## config.mk

```make
export PLATFORM = sky130hd
export DESIGN_NAME = idu_axi_initiator_flat
export DESIGN_NICKNAME = d
export VERILOG_FILES = /design/src/rtl/idu_axi_initiator_if.sv /design/src/rtl/idu_axi_initiator.sv /design/src/flat_wrapper.sv
export SDC_FILE = /design/constraint.sdc
export NUM_CORES = 1
export LEC_CHECK = 0
export BUFFER_PORTS_ARGS = -buffer_cell sky130_fd_sc_hd__clkbuf_2
export CAP_MARGIN = 20
export CORE_AREA = 4 4 111 113
export CTS_CLUSTER_DIAMETER = 80
export DETAILED_ROUTE_END_ITERATION = 10
export DIE_AREA = 0 0 115 117
export GPL_ROUTABILITY_DRIVEN = 1
export PLACE_DENSITY_LB_ADDON = 0.2
export SLEW_MARGIN = 15
export SYNTH_ARGS = -nofsm -noshare
export SYNTH_HDL_FRONTEND = slang
export SYNTH_SLANG_ARGS = --single-unit
```

## constraint.sdc

```tcl
create_clock -name ACLK -period 1.42 [get_ports ACLK]
set_input_delay 0.426 -clock ACLK [delete_from_list [all_inputs] [get_ports ACLK]]
set_output_delay 0.426 -clock ACLK [all_outputs]
set_load 0.1 [all_outputs]
```

## src/rtl/idu_axi_initiator_if.sv

```systemverilog
`default_nettype none
// ============================================================================
//  Module      : idu_axi_initiator_if
//  Description : AXI4 bus bundle (AW/W/B/AR/R) shared by the IDU initiator
//                and target. The master modport drives requests and write
//                data; the slave modport answers them.
//  Revision    : 1.0  initial release
// ============================================================================
interface idu_axi_initiator_if #(
    parameter int AXI_ADDR_WIDTH = 32,
    parameter int AXI_DATA_WIDTH = 32,
    parameter int AXI_LEN_WIDTH  = 8,
    parameter int AXI_SIZE_WIDTH = 3
);
    localparam int STRB_WIDTH = AXI_DATA_WIDTH / 8;

    // Write address channel
    logic [AXI_ADDR_WIDTH-1:0] AWADDR;
    logic [AXI_LEN_WIDTH-1:0]  AWLEN;
    logic [AXI_SIZE_WIDTH-1:0] AWSIZE;
    logic [1:0]                AWBURST;
    logic                      AWVALID;
    logic                      AWREADY;
    // Write data channel
    logic [AXI_DATA_WIDTH-1:0] WDATA;
    logic [STRB_WIDTH-1:0]     WSTRB;
    logic                      WLAST;
    logic                      WVALID;
    logic                      WREADY;
    // Write response channel
    logic [1:0]                BRESP;
    logic                      BVALID;
    logic                      BREADY;
    // Read address channel
    logic [AXI_ADDR_WIDTH-1:0] ARADDR;
    logic [AXI_LEN_WIDTH-1:0]  ARLEN;
    logic [AXI_SIZE_WIDTH-1:0] ARSIZE;
    logic [1:0]                ARBURST;
    logic                      ARVALID;
    logic                      ARREADY;
    // Read data channel
    logic [AXI_DATA_WIDTH-1:0] RDATA;
    logic [1:0]                RRESP;
    logic                      RLAST;
    logic                      RVALID;
    logic                      RREADY;

    modport master (
        output AWADDR, AWLEN, AWSIZE, AWBURST, AWVALID,
        input  AWREADY,
        output WDATA, WSTRB, WLAST, WVALID,
        input  WREADY,
        input  BRESP, BVALID,
        output BREADY,
        output ARADDR, ARLEN, ARSIZE, ARBURST, ARVALID,
        input  ARREADY,
        input  RDATA, RRESP, RLAST, RVALID,
        output RREADY
    );

    modport slave (
        input  AWADDR, AWLEN, AWSIZE, AWBURST, AWVALID,
        output AWREADY,
        input  WDATA, WSTRB, WLAST, WVALID,
        output WREADY,
        output BRESP, BVALID,
        input  BREADY,
        input  ARADDR, ARLEN, ARSIZE, ARBURST, ARVALID,
        output ARREADY,
        output RDATA, RRESP, RLAST, RVALID,
        input  RREADY
    );
endinterface
`default_nettype wire

```

## src/rtl/idu_axi_initiator.sv

```systemverilog
`default_nettype none
// ============================================================================
//  Module      : idu_axi_initiator
//  Description : Single-outstanding AXI4 master for the IDU. Converts one
//                command into an INCR burst on AW/W/B or AR/R and streams
//                beat data to/from the internal side. Misaligned or 4 KB
//                crossing commands are rejected without bus activity.
//  Revision    : 1.0  initial release
// ============================================================================
module idu_axi_initiator #(
    parameter int AXI_ADDR_WIDTH = 32,
    parameter int AXI_DATA_WIDTH = 32,
    parameter int AXI_LEN_WIDTH  = 8,
    parameter int AXI_SIZE_WIDTH = 3
) (
    input  wire logic                      ACLK,
    input  wire logic                      ARESETn,
    // command side
    input  wire logic                      cmd_valid,
    output logic                           cmd_ready,
    input  wire logic                      cmd_write,
    input  wire logic [AXI_ADDR_WIDTH-1:0] cmd_addr,
    input  wire logic [AXI_LEN_WIDTH-1:0]  cmd_len,
    // write-data stream
    input  wire logic [AXI_DATA_WIDTH-1:0] wr_data,
    input  wire logic                      wr_valid,
    output logic                           wr_ready,
    // read-data stream
    output logic [AXI_DATA_WIDTH-1:0]      rd_data,
    output logic                           rd_valid,
    output logic                           rd_last,
    // completion
    output logic                           done,
    output logic                           err,
    // AXI bus
    idu_axi_initiator_if.master            m_axi
);

    localparam int STRB_WIDTH = AXI_DATA_WIDTH / 8;
    // Wide enough for addr[11:0] + 4*(len+1) without overflow.
    localparam int SPAN_W = (((AXI_LEN_WIDTH + 2) > 12) ? (AXI_LEN_WIDTH + 2) : 12) + 2;

    typedef enum logic [2:0] {
        S_IDLE   = 3'd0,
        S_WADDR  = 3'd1,
        S_WDATA  = 3'd2,
        S_WRESP  = 3'd3,
        S_RADDR  = 3'd4,
        S_RDATA  = 3'd5,
        S_REJECT = 3'd6
    } state_t;

    state_t                    state_q, state_d;
    logic [AXI_ADDR_WIDTH-1:0] addr_q,  addr_d;
    logic [AXI_LEN_WIDTH-1:0]  len_q,   len_d;
    logic [AXI_LEN_WIDTH-1:0]  cnt_q,   cnt_d;
    logic                      rerr_q,  rerr_d;
    logic                      done_q,  done_d;
    logic                      err_q,   err_d;

    logic                      last_beat;
    logic                      misaligned;
    logic                      crosses_4k;
    logic [SPAN_W-1:0]         span_end;
    logic                      rbeat_err;

    assign last_beat  = (cnt_q == len_q);
    assign misaligned = (cmd_addr[1:0] != 2'b00);
    assign span_end   = SPAN_W'(cmd_addr[11:0]) + (SPAN_W'(cmd_len) << 2) + SPAN_W'(4);
    assign crosses_4k = (span_end > SPAN_W'(4096));
    // Error contribution of the current read beat, folded into the sticky flag.
    assign rbeat_err  = rerr_q | (m_axi.RRESP != 2'b00) | (m_axi.RLAST != last_beat);

    // State and datapath registers; async reset drops every valid at once.
    always_ff @(posedge ACLK or negedge ARESETn) begin
        if (!ARESETn) begin
            state_q <= S_IDLE;
            addr_q  <= '0;
            len_q   <= '0;
            cnt_q   <= '0;
            rerr_q  <= 1'b0;
            done_q  <= 1'b0;
            err_q   <= 1'b0;
        end else begin
            state_q <= state_d;
            addr_q  <= addr_d;
            len_q   <= len_d;
            cnt_q   <= cnt_d;
            rerr_q  <= rerr_d;
            done_q  <= done_d;
            err_q   <= err_d;
        end
    end

    // Next-state, beat counting and completion status.
    always_comb begin
        state_d = state_q;
        addr_d  = addr_q;
        len_d   = len_q;
        cnt_d   = cnt_q;
        rerr_d  = rerr_q;
        done_d  = 1'b0;
        err_d   = 1'b0;
        case (state_q)
            S_IDLE: begin
                if (cmd_valid) begin
                    addr_d  = cmd_addr;
                    len_d   = cmd_len;
                    cnt_d   = '0;
                    rerr_d  = 1'b0;
                    if (misaligned || crosses_4k) state_d = S_REJECT;
                    else if (cmd_write)           state_d = S_WADDR;
                    else                          state_d = S_RADDR;
                end
            end
            S_WADDR: if (m_axi.AWREADY) state_d = S_WDATA;
            S_RADDR: if (m_axi.ARREADY) state_d = S_RDATA;
            S_WDATA: begin
                if (wr_valid && m_axi.WREADY) begin
                    cnt_d = cnt_q + 1'b1;
                    if (last_beat) state_d = S_WRESP;
                end
            end
            S_WRESP: begin
                if (m_axi.BVALID) begin
                    done_d  = 1'b1;
                    err_d   = (m_axi.BRESP != 2'b00);
                    state_d = S_IDLE;
                end
            end
            S_RDATA: begin
                if (m_axi.RVALID) begin
                    cnt_d  = cnt_q + 1'b1;
                    rerr_d = rbeat_err;
                    // The burst ends on our own count, whatever RLAST says.
                    if (last_beat) begin
                        done_d  = 1'b1;
                        err_d   = rbeat_err;
                        state_d = S_IDLE;
                    end
                end
            end
            S_REJECT: begin
                done_d  = 1'b1;
                err_d   = 1'b1;
                state_d = S_IDLE;
            end
            default: state_d = S_IDLE;
        endcase
    end

    // Command and internal stream outputs.
    assign cmd_ready = (state_q == S_IDLE);
    assign wr_ready  = (state_q == S_WDATA) && m_axi.WREADY;
    assign rd_data   = m_axi.RDATA;
    assign rd_valid  = (state_q == S_RDATA) && m_axi.RVALID;
    assign rd_last   = (state_q == S_RDATA) && last_beat;
    assign done      = done_q;
    assign err       = err_q;

    // AXI request channels; address and length come straight from the latches.
    assign m_axi.AWADDR  = addr_q;
    assign m_axi.AWLEN   = len_q;
    assign m_axi.AWSIZE  = AXI_SIZE_WIDTH'(2);
    assign m_axi.AWBURST = 2'b01;
    assign m_axi.AWVALID = (state_q == S_WADDR);
    assign m_axi.WDATA   = wr_data;
    assign m_axi.WSTRB   = {STRB_WIDTH{1'b1}};
    assign m_axi.WLAST   = (state_q == S_WDATA) && last_beat;
    assign m_axi.WVALID  = (state_q == S_WDATA) && wr_valid;
    assign m_axi.BREADY  = (state_q == S_WRESP);
    assign m_axi.ARADDR  = addr_q;
    assign m_axi.ARLEN   = len_q;
    assign m_axi.ARSIZE  = AXI_SIZE_WIDTH'(2);
    assign m_axi.ARBURST = 2'b01;
    assign m_axi.ARVALID = (state_q == S_RADDR);
    assign m_axi.RREADY  = (state_q == S_RDATA);

endmodule
`default_nettype wire

```

## src/flat_wrapper.sv

```systemverilog
// flat-port wrapper written by rule: the top's interface ports become plain ports
module idu_axi_initiator_flat 
#(
    parameter int AXI_ADDR_WIDTH = 32,
    parameter int AXI_DATA_WIDTH = 32,
    parameter int AXI_LEN_WIDTH  = 8,
    parameter int AXI_SIZE_WIDTH = 3
)
  (ACLK, ARESETn, cmd_valid, cmd_ready, cmd_write, cmd_addr, cmd_len, wr_data, wr_valid, wr_ready, rd_data, rd_valid, rd_last, done, err, m_axi_AWADDR, m_axi_AWLEN, m_axi_AWSIZE, m_axi_AWBURST, m_axi_AWVALID, m_axi_AWREADY, m_axi_WDATA, m_axi_WSTRB, m_axi_WLAST, m_axi_WVALID, m_axi_WREADY, m_axi_BRESP, m_axi_BVALID, m_axi_BREADY, m_axi_ARADDR, m_axi_ARLEN, m_axi_ARSIZE, m_axi_ARBURST, m_axi_ARVALID, m_axi_ARREADY, m_axi_RDATA, m_axi_RRESP, m_axi_RLAST, m_axi_RVALID, m_axi_RREADY);
  idu_axi_initiator_if #(.AXI_ADDR_WIDTH(AXI_ADDR_WIDTH), .AXI_DATA_WIDTH(AXI_DATA_WIDTH), .AXI_LEN_WIDTH(AXI_LEN_WIDTH), .AXI_SIZE_WIDTH(AXI_SIZE_WIDTH)) m_axi_i ();
  input  wire logic ACLK;
  input  wire logic ARESETn;
  input  wire logic cmd_valid;
  output logic cmd_ready;
  input  wire logic cmd_write;
  input  wire logic [AXI_ADDR_WIDTH-1:0] cmd_addr;
  input  wire logic [AXI_LEN_WIDTH-1:0] cmd_len;
  input  wire logic [AXI_DATA_WIDTH-1:0] wr_data;
  input  wire logic wr_valid;
  output logic wr_ready;
  output logic [AXI_DATA_WIDTH-1:0] rd_data;
  output logic rd_valid;
  output logic rd_last;
  output logic done;
  output logic err;
  output wire logic [$bits(m_axi_i.AWADDR)-1:0] m_axi_AWADDR;
  output wire logic [$bits(m_axi_i.AWLEN)-1:0] m_axi_AWLEN;
  output wire logic [$bits(m_axi_i.AWSIZE)-1:0] m_axi_AWSIZE;
  output wire logic [$bits(m_axi_i.AWBURST)-1:0] m_axi_AWBURST;
  output wire logic [$bits(m_axi_i.AWVALID)-1:0] m_axi_AWVALID;
  input wire logic [$bits(m_axi_i.AWREADY)-1:0] m_axi_AWREADY;
  output wire logic [$bits(m_axi_i.WDATA)-1:0] m_axi_WDATA;
  output wire logic [$bits(m_axi_i.WSTRB)-1:0] m_axi_WSTRB;
  output wire logic [$bits(m_axi_i.WLAST)-1:0] m_axi_WLAST;
  output wire logic [$bits(m_axi_i.WVALID)-1:0] m_axi_WVALID;
  input wire logic [$bits(m_axi_i.WREADY)-1:0] m_axi_WREADY;
  input wire logic [$bits(m_axi_i.BRESP)-1:0] m_axi_BRESP;
  input wire logic [$bits(m_axi_i.BVALID)-1:0] m_axi_BVALID;
  output wire logic [$bits(m_axi_i.BREADY)-1:0] m_axi_BREADY;
  output wire logic [$bits(m_axi_i.ARADDR)-1:0] m_axi_ARADDR;
  output wire logic [$bits(m_axi_i.ARLEN)-1:0] m_axi_ARLEN;
  output wire logic [$bits(m_axi_i.ARSIZE)-1:0] m_axi_ARSIZE;
  output wire logic [$bits(m_axi_i.ARBURST)-1:0] m_axi_ARBURST;
  output wire logic [$bits(m_axi_i.ARVALID)-1:0] m_axi_ARVALID;
  input wire logic [$bits(m_axi_i.ARREADY)-1:0] m_axi_ARREADY;
  input wire logic [$bits(m_axi_i.RDATA)-1:0] m_axi_RDATA;
  input wire logic [$bits(m_axi_i.RRESP)-1:0] m_axi_RRESP;
  input wire logic [$bits(m_axi_i.RLAST)-1:0] m_axi_RLAST;
  input wire logic [$bits(m_axi_i.RVALID)-1:0] m_axi_RVALID;
  output wire logic [$bits(m_axi_i.RREADY)-1:0] m_axi_RREADY;
  assign m_axi_AWADDR = m_axi_i.AWADDR;
  assign m_axi_AWLEN = m_axi_i.AWLEN;
  assign m_axi_AWSIZE = m_axi_i.AWSIZE;
  assign m_axi_AWBURST = m_axi_i.AWBURST;
  assign m_axi_AWVALID = m_axi_i.AWVALID;
  assign m_axi_i.AWREADY = m_axi_AWREADY;
  assign m_axi_WDATA = m_axi_i.WDATA;
  assign m_axi_WSTRB = m_axi_i.WSTRB;
  assign m_axi_WLAST = m_axi_i.WLAST;
  assign m_axi_WVALID = m_axi_i.WVALID;
  assign m_axi_i.WREADY = m_axi_WREADY;
  assign m_axi_i.BRESP = m_axi_BRESP;
  assign m_axi_i.BVALID = m_axi_BVALID;
  assign m_axi_BREADY = m_axi_i.BREADY;
  assign m_axi_ARADDR = m_axi_i.ARADDR;
  assign m_axi_ARLEN = m_axi_i.ARLEN;
  assign m_axi_ARSIZE = m_axi_i.ARSIZE;
  assign m_axi_ARBURST = m_axi_i.ARBURST;
  assign m_axi_ARVALID = m_axi_i.ARVALID;
  assign m_axi_i.ARREADY = m_axi_ARREADY;
  assign m_axi_i.RDATA = m_axi_RDATA;
  assign m_axi_i.RRESP = m_axi_RRESP;
  assign m_axi_i.RLAST = m_axi_RLAST;
  assign m_axi_i.RVALID = m_axi_RVALID;
  assign m_axi_RREADY = m_axi_i.RREADY;
  idu_axi_initiator #(.AXI_ADDR_WIDTH(AXI_ADDR_WIDTH), .AXI_DATA_WIDTH(AXI_DATA_WIDTH), .AXI_LEN_WIDTH(AXI_LEN_WIDTH), .AXI_SIZE_WIDTH(AXI_SIZE_WIDTH)) u_core (.ACLK(ACLK), .ARESETn(ARESETn), .cmd_valid(cmd_valid), .cmd_ready(cmd_ready), .cmd_write(cmd_write), .cmd_addr(cmd_addr), .cmd_len(cmd_len), .wr_data(wr_data), .wr_valid(wr_valid), .wr_ready(wr_ready), .rd_data(rd_data), .rd_valid(rd_valid), .rd_last(rd_last), .done(done), .err(err), .m_axi(m_axi_i));
endmodule
```

# ---- Yosys cells after proc, flatten, opt, wreduce, memory -nomap -nowiden
# Cells that the tools add are included.
dict set report op_classes {
  add_sub_neg 3
  n_lt_le_gt_ge 1
  eq_ne 16
  n_mux 26
  bitwise_logic 2
  n_reduce_logical 17
}
# operator count
set op_table {}
lappend op_table {{$mux 3} 10}
lappend op_table {{$mux 8} 3}
lappend op_table {{$pmux 8 s3} 1}
lappend op_table {{$pmux 3 s6} 1}
lappend op_table {{$add 14x3->14 const B} 1}
lappend op_table {{$gt 14x13->1 const B} 1}
lappend op_table {{$add 12x10->13} 1}
lappend op_table {{$ne 2x1->1 const B} 5}
lappend op_table {{$eq 3x3->1 const B} 3}
lappend op_table {{$add 8x1->8 const B} 1}
lappend op_table {{$eq 8x8->1} 1}
lappend op_table {{$mux 1} 8}
lappend op_table {{$reduce_and 8->1} 1}
lappend op_table {{$reduce_bool 2->1} 4}
lappend op_table {{$eq 3x2->1 const B} 2}
lappend op_table {{$logic_and 1x1->1} 6}
lappend op_table {{$ne 2x2->1 const B} 3}
lappend op_table {{$pmux 1 s3} 2}
lappend op_table {{$reduce_and 4->1} 1}
lappend op_table {{$eq 3x1->1 const B} 1}
lappend op_table {{$logic_not 3->1} 1}
lappend op_table {{$reduce_and 3->1} 1}
lappend op_table {{$reduce_bool 3->1} 1}
lappend op_table {{$or 1x1->1} 2}
lappend op_table {{other kinds (4)} 4}
dict set report word_totals {
  regBits 54
  elab_cells 72
}

# ---- Logic depth before layout (Yosys ltp)
# Gate-level depths: netlist of run 1.
dict set report logic_depth {
  ltp_word 7
  depth_mapped 7
  depth_no_buf 7
}

# ---- Least setup slack after synthesis of run 1
# Ideal clock, no wire load.
dict set report synth_path {
  path_kind {reg-to-reg}
  start {reg u_core.state_q[1]}
  end {reg u_core.len_q[0], in the netlist u_core.m_axi.ARLEN[0]}
  t_arrival_ns 3.500
  required_time_ns 1.294
  path_slack_ns -2.206
  stages_incl_launch_ff 6
  n_path_buf 2
  cell_sequence {dfrtp_1 -> nor3_1 -> and2_1 -> buf_2 -> buf_4 -> mux2_2}
}
dict set report synth_via {
  elab_chain_len 2
}
# item line_no
set synth_lines {}
lappend synth_lines {{start: declaration} idu_axi_initiator.sv:53} ;# state_t state_q, state_d;
lappend synth_lines {{start signal: assignment} idu_axi_initiator.sv:85} ;# state_q <= state_d;
lappend synth_lines {{$logic_not 3->1} -}
lappend synth_lines {{net cmd_ready} flat_wrapper.sv:14} ;# output logic cmd_ready;
lappend synth_lines {{$reduce_and 2->1 (no line)} -}
lappend synth_lines {{end signal: assignment} idu_axi_initiator.sv:87} ;# len_q <= len_d;
lappend synth_lines {{end: declaration} idu_axi_initiator.sv:55} ;# logic [AXI_LEN_WIDTH-1:0] len_q, len_d;
# The timed path passes the listed nets, and every way through them passes these cells.
# A chain may end at the register's enable or synchronous reset.

# ---- Final worst setup path of run 1
dict set report layout_path {
  start {reg u_core.len_q[1], in the netlist u_core.m_axi.ARLEN[1]}
  end {out m_axi_WLAST}
}
dict set report layout_via {
  elab_chain_len 2
}
# item line_no
set layout_lines {}
lappend layout_lines {{$eq 8x8->1} idu_axi_initiator.sv:67} ;# assign last_beat = (cnt_q == len_q);
lappend layout_lines {{$logic_and 1x1->1} idu_axi_initiator.sv:169} ;# assign m_axi.WLAST = (state_q == S_WDATA) && last_beat;
lappend layout_lines {{end: declaration} flat_wrapper.sv:34} ;# output wire logic [$bits(m_axi_i.WLAST)-1:0] m_axi_WLAST;
# No other way between the ends.

==> out/summary.txt, run 1 <==
Status -> complete, but fails checks
Violated checks -> setup timing
# fillers -> 928
Final TNS setup -> -24.79 ns
Initial DRT Pass Iterations -> 4
Sequential fraction of the synthesis area -> 37.9%
Max Fanout on Critical Path -> 2
Max Buffers Root-to-Sink -> 2
Fraction of registers with async set or reset after synthesis -> 100%
HPWL after detailed placement -> 7610 um
Register area -> 1510 um2
Top delay family on crit path -> simple AND/OR/NAND/NOR gates
GRT overflow -> 0
Cell taking the most area after synthesis -> dfrtp_1
Via/cell ratio -> 4.55
Initial Utilization -> 31.5%
Hold Violations, Final -> 0
Placed Area -> 5700 um2
CTS buffer count -> 5
Post-DRT Antenna Nets -> 0
Main synth FF type -> dfrtp_1
Critical path class -> reg -> out
Final core utilization -> 59.3%
Post-Syn Area per Cell -> 10.5 um2
Clk_skew -> 0.00349 ns
Site row count -> 39
Placed Cells -> 572
Most frequent cells in the layout -> buf_12, clkbuf_2, buf_4
Worst-path clk slew -> 0.07 ns
Synthesized flop and latch total -> 54
Final instance area -> 6720 um2
Hold Crit Class -> in -> async
Layout cells sized above 1 -> 79.9%
Cell variety after synth -> 46
CTS Sinks -> 54
Critical Path Max Stage Delay -> 0.50 ns
# diodes -> 0
Required time of the critical path -> 0.99 ns
Most common cell after layout, fill and taps aside -> buf_12
CP Capture Type -> primary output
RSZ-0062 raised after global routing -> true
Post-synth EDFFs -> 0
Core area -> 11300 um2
Vias in the first global route -> 3135
Worst EP arrival -> 1.71 ns
Die ar. -> 13500 um2
GPL Wtd Cong -> 0.818
Ratio of final minimum period to clock period -> 150%
Buf+Inv Stages, Crit Path -> 1
Routed WL -> 10700 um
Critical path, cell by cell -> xnor2_2 -> nand4_1 -> or2_4 -> nor2_4 -> buf_12
H-tree Lvls -> 2
Final-report max-slew violation count -> 0
Final setup fails -> 109
Reg-to-Reg Start -> u_core.state_q[2]$_DFFE_PN0P_
1st-iter DRT viols -> 43
Total GRT Usage -> 15.7%
Tmin final -> 2.13 ns
Area growth from synthesis to layout -> 88.5%
Clock Tree Root -> clkbuf_16
Io pins -> 289
Crit start category -> register
Max-Cap Viols -> 0
Pin count of the biggest net entering global routing -> 38
Synthesized area -> 3560 um2
DR DRC count -> 0
Flop2flop setup slack -> -0.40 ns
Via Count -> 2799
Global-route wire length before repair -> 16300 um
Routed len/inst -> 17.4 um
Top cell type's share of synthesized area -> 37.9%
Synth Warn # -> 0
Finished Layout Cells -> 615
Crit path max-delay cell type -> dfrtp_4
Synth top area cells -> dfrtp_1, buf_4, mux2_2
Initial antenna violation count -> 0
Mapped Cells -> 341
Clock Latency Late Sink -> 0.30 ns
IO buf count -> 146
Fin nets -> 599
TritonCTS clock tree -> done
Chip width -> 115 um
F_max -> 469 MHz
Worst Slack Setup Final -> -0.714 ns
Critical path launch point -> u_core.m_axi.ARLEN[1]$_DFFE_PN0P_
Die Y -> 117 um
Area of the multi-input gates -> 1720 um2
-- metrics by stage --
stage	setup slack (ns)	hold slack [ns]
floorplan	-0.785	0.130
global placement	-0.653	0.433
detailed placement	-0.678	0.439
CTS	-0.729	0.112
global route	-0.797	0.111
finish	-0.714	0.0993
-- Yosys cell counts (4+ instances only) --
cell type and number:
nor3_1 4, mux2_2 41, xor2_1 4, xnor2_1 10, nor2_1 10, a21oi_1 8
dfrtp_1 54, buf_2 4, buf_4 122, ha_1 8, nand2_1 13, and3_1 4
o21ai_0 10, and2_1 6
-- layer usage --
metal | vias up | track usage [%] | share of wire [%] | wire, um
li1 | 1275 | - | - | -
met1 | 1371 | 17.8 | 39 | 4120
met2 | 135 | 26.7 | 49 | 5270
met3 | 18 | 6.63 | 11 | 1130
met4 | 0 | 5.24 | 1.5 | 159
met5 | - | 0 | 0 | 0
-- area by class of cell --
| class | instances | area share, % |
|---|---|---|
| repair buffers | 238 | 46.5 |
| multi-input cells | 170 | 25.6 |
| flip-flops and latches | 54 | 22.4 |
| well taps | 143 | 2.66 |
| clock buffers | 6 | 2.07 |
| clock inverters | 2 | 0.577 |
| inverters | 2 | 0.112 |
-- state kept, by name (all words and copies together) (netlist names) --
signal / cells
u_core.m_axi.ARADDR: 32
u_core.cnt_q: 8
u_core.m_axi.ARLEN: 8
u_core.state_q: 3
u_core.done: 1
u_core.err: 1
u_core.rerr_q: 1
-- worst paths after layout --
check	endpoint	cells past startpoint
max	m_axi_WLAST	5
min	u_core.m_axi.ARADDR[30]$_DFFE_PN0P_	2
max reg2reg	u_core.m_axi.ARLEN[4]$_DFFE_PN0P_	8
min reg2reg	u_core.cnt_q[4]$_DFFE_PN0P_	2
max in group asynchronous	u_core.m_axi.ARADDR[1]$_DFFE_PN0P_	2
min in group ACLK	u_core.m_axi.ARADDR[27]$_DFFE_PN0P_	2
-- worst reg2reg max path, stage by stage, from the launching register on --
cell and delay [ns]:
dfrtp_2 0.46, buf_6 0.13, buf_6 0.11, nor3_4 0.14, and2_4 0.20, buf_6 0.12, buf_6 0.12, buf_8 0.13
mux2_4 0.30
-- what timing repair did --
| action | in CTS | in global routing |
|---|---|---|
| setup endpoints to repair | 144 | 144 |
| endpoints found under the hold margin | 0 | 0 |
| cloned | 4 | 0 |
| setup buffers | 31 | 9 |
| hold buffers | 0 | 0 |
| gates resized for setup | 114 | 15 |
| pin swaps | 28 | 15 |
-- cell families (layout without fill, tap and decap cells) --
kind of cell    count (synthesis)  in the layout  synth area share [%]
other cells                     2             14                 0.211
fa+ha+maj                       9              9                  3.37
mux                            41             41                  13.0
compound gates                 36             36                  7.09
xor+xnor                       14             14                  3.44
buf+inv                       129            248                  26.6
flops                          54             54                  37.9
simple gates                   56             56                  8.46
Power of run 1 is not shown: default switching activity piles up to over one toggle a cycle in this logic, so the estimate is an artifact.
==> run 2: changes to the inputs <==
SETUP_SLACK_MARGIN = 0.2   (was not set)
==> run 2 against run 1 <==
Compared with the run above:
- the run still ends with setup timing left
- die area is the same
- final area up 0.39%
- utilization increased by 0.23 points
- first-iteration DRC count increased by 74%
- critical endpoint unchanged
- register-to-register slack lost 0.08 ns
==> out/summary.txt, run 2 (synthesis gave the netlist of run 1 again) <==
Core area -> 11300 um2 (unchanged)
Layout cells sized above 1 -> 80.4% (+0.55 points)
Via/cell ratio -> 4.52 (-0.59%)
Crit start category -> register
CTS buffer count -> 5 (unchanged)
Pin count of the biggest net entering global routing -> 39 (+2.6%)
Initial DRT Pass Iterations -> 4 (unchanged)
Site row count -> 39 (unchanged)
IO buf count -> 146 (unchanged)
GRT overflow -> 0 (unchanged)
Final setup fails -> 80 (-27%)
Worst EP arrival -> 1.69 ns (-0.02 ns)
Max Fanout on Critical Path -> 2 (unchanged)
Clock Tree Root -> clkbuf_16
Max reg flops -> 32 (unchanged)
Via Count -> 2796 (-0.11%)
Final-report max-slew violation count -> 0 (unchanged)
Worst slack at placement -> -0.739 ns (-0.0618 ns)
Buf+Inv Stages, Crit Path -> 1 (unchanged)
Status -> complete, but fails checks
H-tree Lvls -> 2 (unchanged)
Global-route wire length before repair -> 18000 um (+11%)
# diodes -> 0 (unchanged)
Io pins -> 289 (unchanged)
F_max -> 473 MHz (+1.1%)
GPL Wtd Cong -> 0.806 (-1.5%)
Finished Layout Cells -> 618 (+0.49%)
Worst Slack Setup Final -> -0.692 ns (+0.0223 ns)
Required time of the critical path -> 0.99 ns (about the same)
Most frequent cells in the layout -> buf_12, clkbuf_2, buf_4
DR DRC count -> 0 (unchanged)
1st-iter DRT viols -> 75 (+74%)
Die Y -> 117 um (unchanged)
Hold Violations, Final -> 0 (unchanged)
Clk_skew -> 0.00738 ns (+0.00389 ns)
Placed Cells -> 567 (-0.87%)
Routed len/inst -> 20.2 um (+16%)
Fin nets -> 602 (+0.50%)
Post-DRT Antenna Nets -> 0 (unchanged)
Max Buffers Root-to-Sink -> 2 (unchanged)
TritonCTS clock tree -> done
Area growth from synthesis to layout -> 89.2%
Ratio of final minimum period to clock period -> 149% (-1.6 points)
Max-Cap Viols -> 0 (unchanged)
Critical path class -> reg -> out
Violated checks -> setup timing
Tmin final -> 2.11 ns (-0.0223 ns)
Critical Path Max Stage Delay -> 0.50 ns (about the same)
Total GRT Usage -> 17.6% (+1.9 points)
Vias in the first global route -> 2987 (-4.7%)
Chip width -> 115 um (unchanged)
Worst-path clk slew -> 0.08 ns (about the same)
CP Capture Type -> primary output
HPWL after detailed placement -> 9670 um (+27%)
Clock Latency Late Sink -> 0.29 ns (about the same)
CTS Sinks -> 54 (unchanged)
Hold Crit Class -> in -> async
RSZ-0062 raised after global routing -> true
Hold buffers post-CTS -> 0 (unchanged)
Routed WL -> 12500 um (+17%)
Most common cell after layout, fill and taps aside -> buf_12
Die ar. -> 13500 um2 (unchanged)
Crit path max-delay cell type -> dfrtp_4
Initial antenna violation count -> 0 (unchanged)
Critical path, cell by cell -> xnor2_2 -> nand4_1 -> or2_4 -> nor2_4 -> buf_12
Top delay family on crit path -> simple AND/OR/NAND/NOR gates
Initial Utilization -> 31.5% (unchanged)
==> run 2: per-stage QoR <==
step	cell area [um2]	util [%]	TNS (ns)	hold WS [ns]
2_1_floorplan	4430	-	-39.19	0.130
3_3_place_gp	5680	50.2	-12.68	0.441
3_5_place_dp	5680	50.2	-13.28	0.438
4_1_cts	6540	57.8	-27.18	0.119
5_1_grt	6740	59.6	-31.40	0.124
6_report	6740	59.6	-27.09	0.0957
==> run 2: path summary, 6_finish.rpt <==
| kind | cells past startpoint | slack [ns] | start | endpoint |
|---|---|---|---|---|
| max in group asynchronous | 2 | 1.07 | ARESETn | u_core.m_axi.ARADDR[17]$_DFFE_PN0P_ |
| min reg2reg | 2 | 0.60 | u_core.cnt_q[4]$_DFFE_PN0P_ | u_core.cnt_q[4]$_DFFE_PN0P_ |
| min | 2 | 0.1 | ARESETn | u_core.m_axi.ARADDR[26]$_DFFE_PN0P_ |
| max reg2reg | 9 | -0.48 | u_core.state_q[2]$_DFFE_PN0P_ | u_core.m_axi.ARLEN[1]$_DFFE_PN0P_ |
| max | 5 | -0.69 | u_core.m_axi.ARLEN[5]$_DFFE_PN0P_ | m_axi_WLAST |
| min in group ACLK | 2 | 0.36 | cmd_addr[28] | u_core.m_axi.ARADDR[28]$_DFFE_PN0P_ |
==> run 2: area by class of cell <==
cell class | count | area (um2)
repair buffers | 241 | 3160
multi-input cells | 170 | 1730
inverters | 2 | 7.51
clock inverters | 2 | 16.3
flip-flops and latches | 54 | 1510
well taps | 143 | 179
fillers | 889 | 4580
clock buffers | 6 | 139
==> run 2: per-layer routing <==
layer	GRT usage [%]	vias up	share of wire, %
li1	-	1284	-
met1	18.5	1337	33
met2	31.9	169	53
met3	9.72	6	13
met4	2.11	0	0.59
met5	0	-	0
==> run 2: repair_timing <==
action,4_1_cts,5_1_grt
setup buffers,26,13
gates cloned,4,0
resized for setup,96,25
pin swaps,26,17
endpoints found under the setup margin,146,146
Power of run 2 is left out for the same reason.
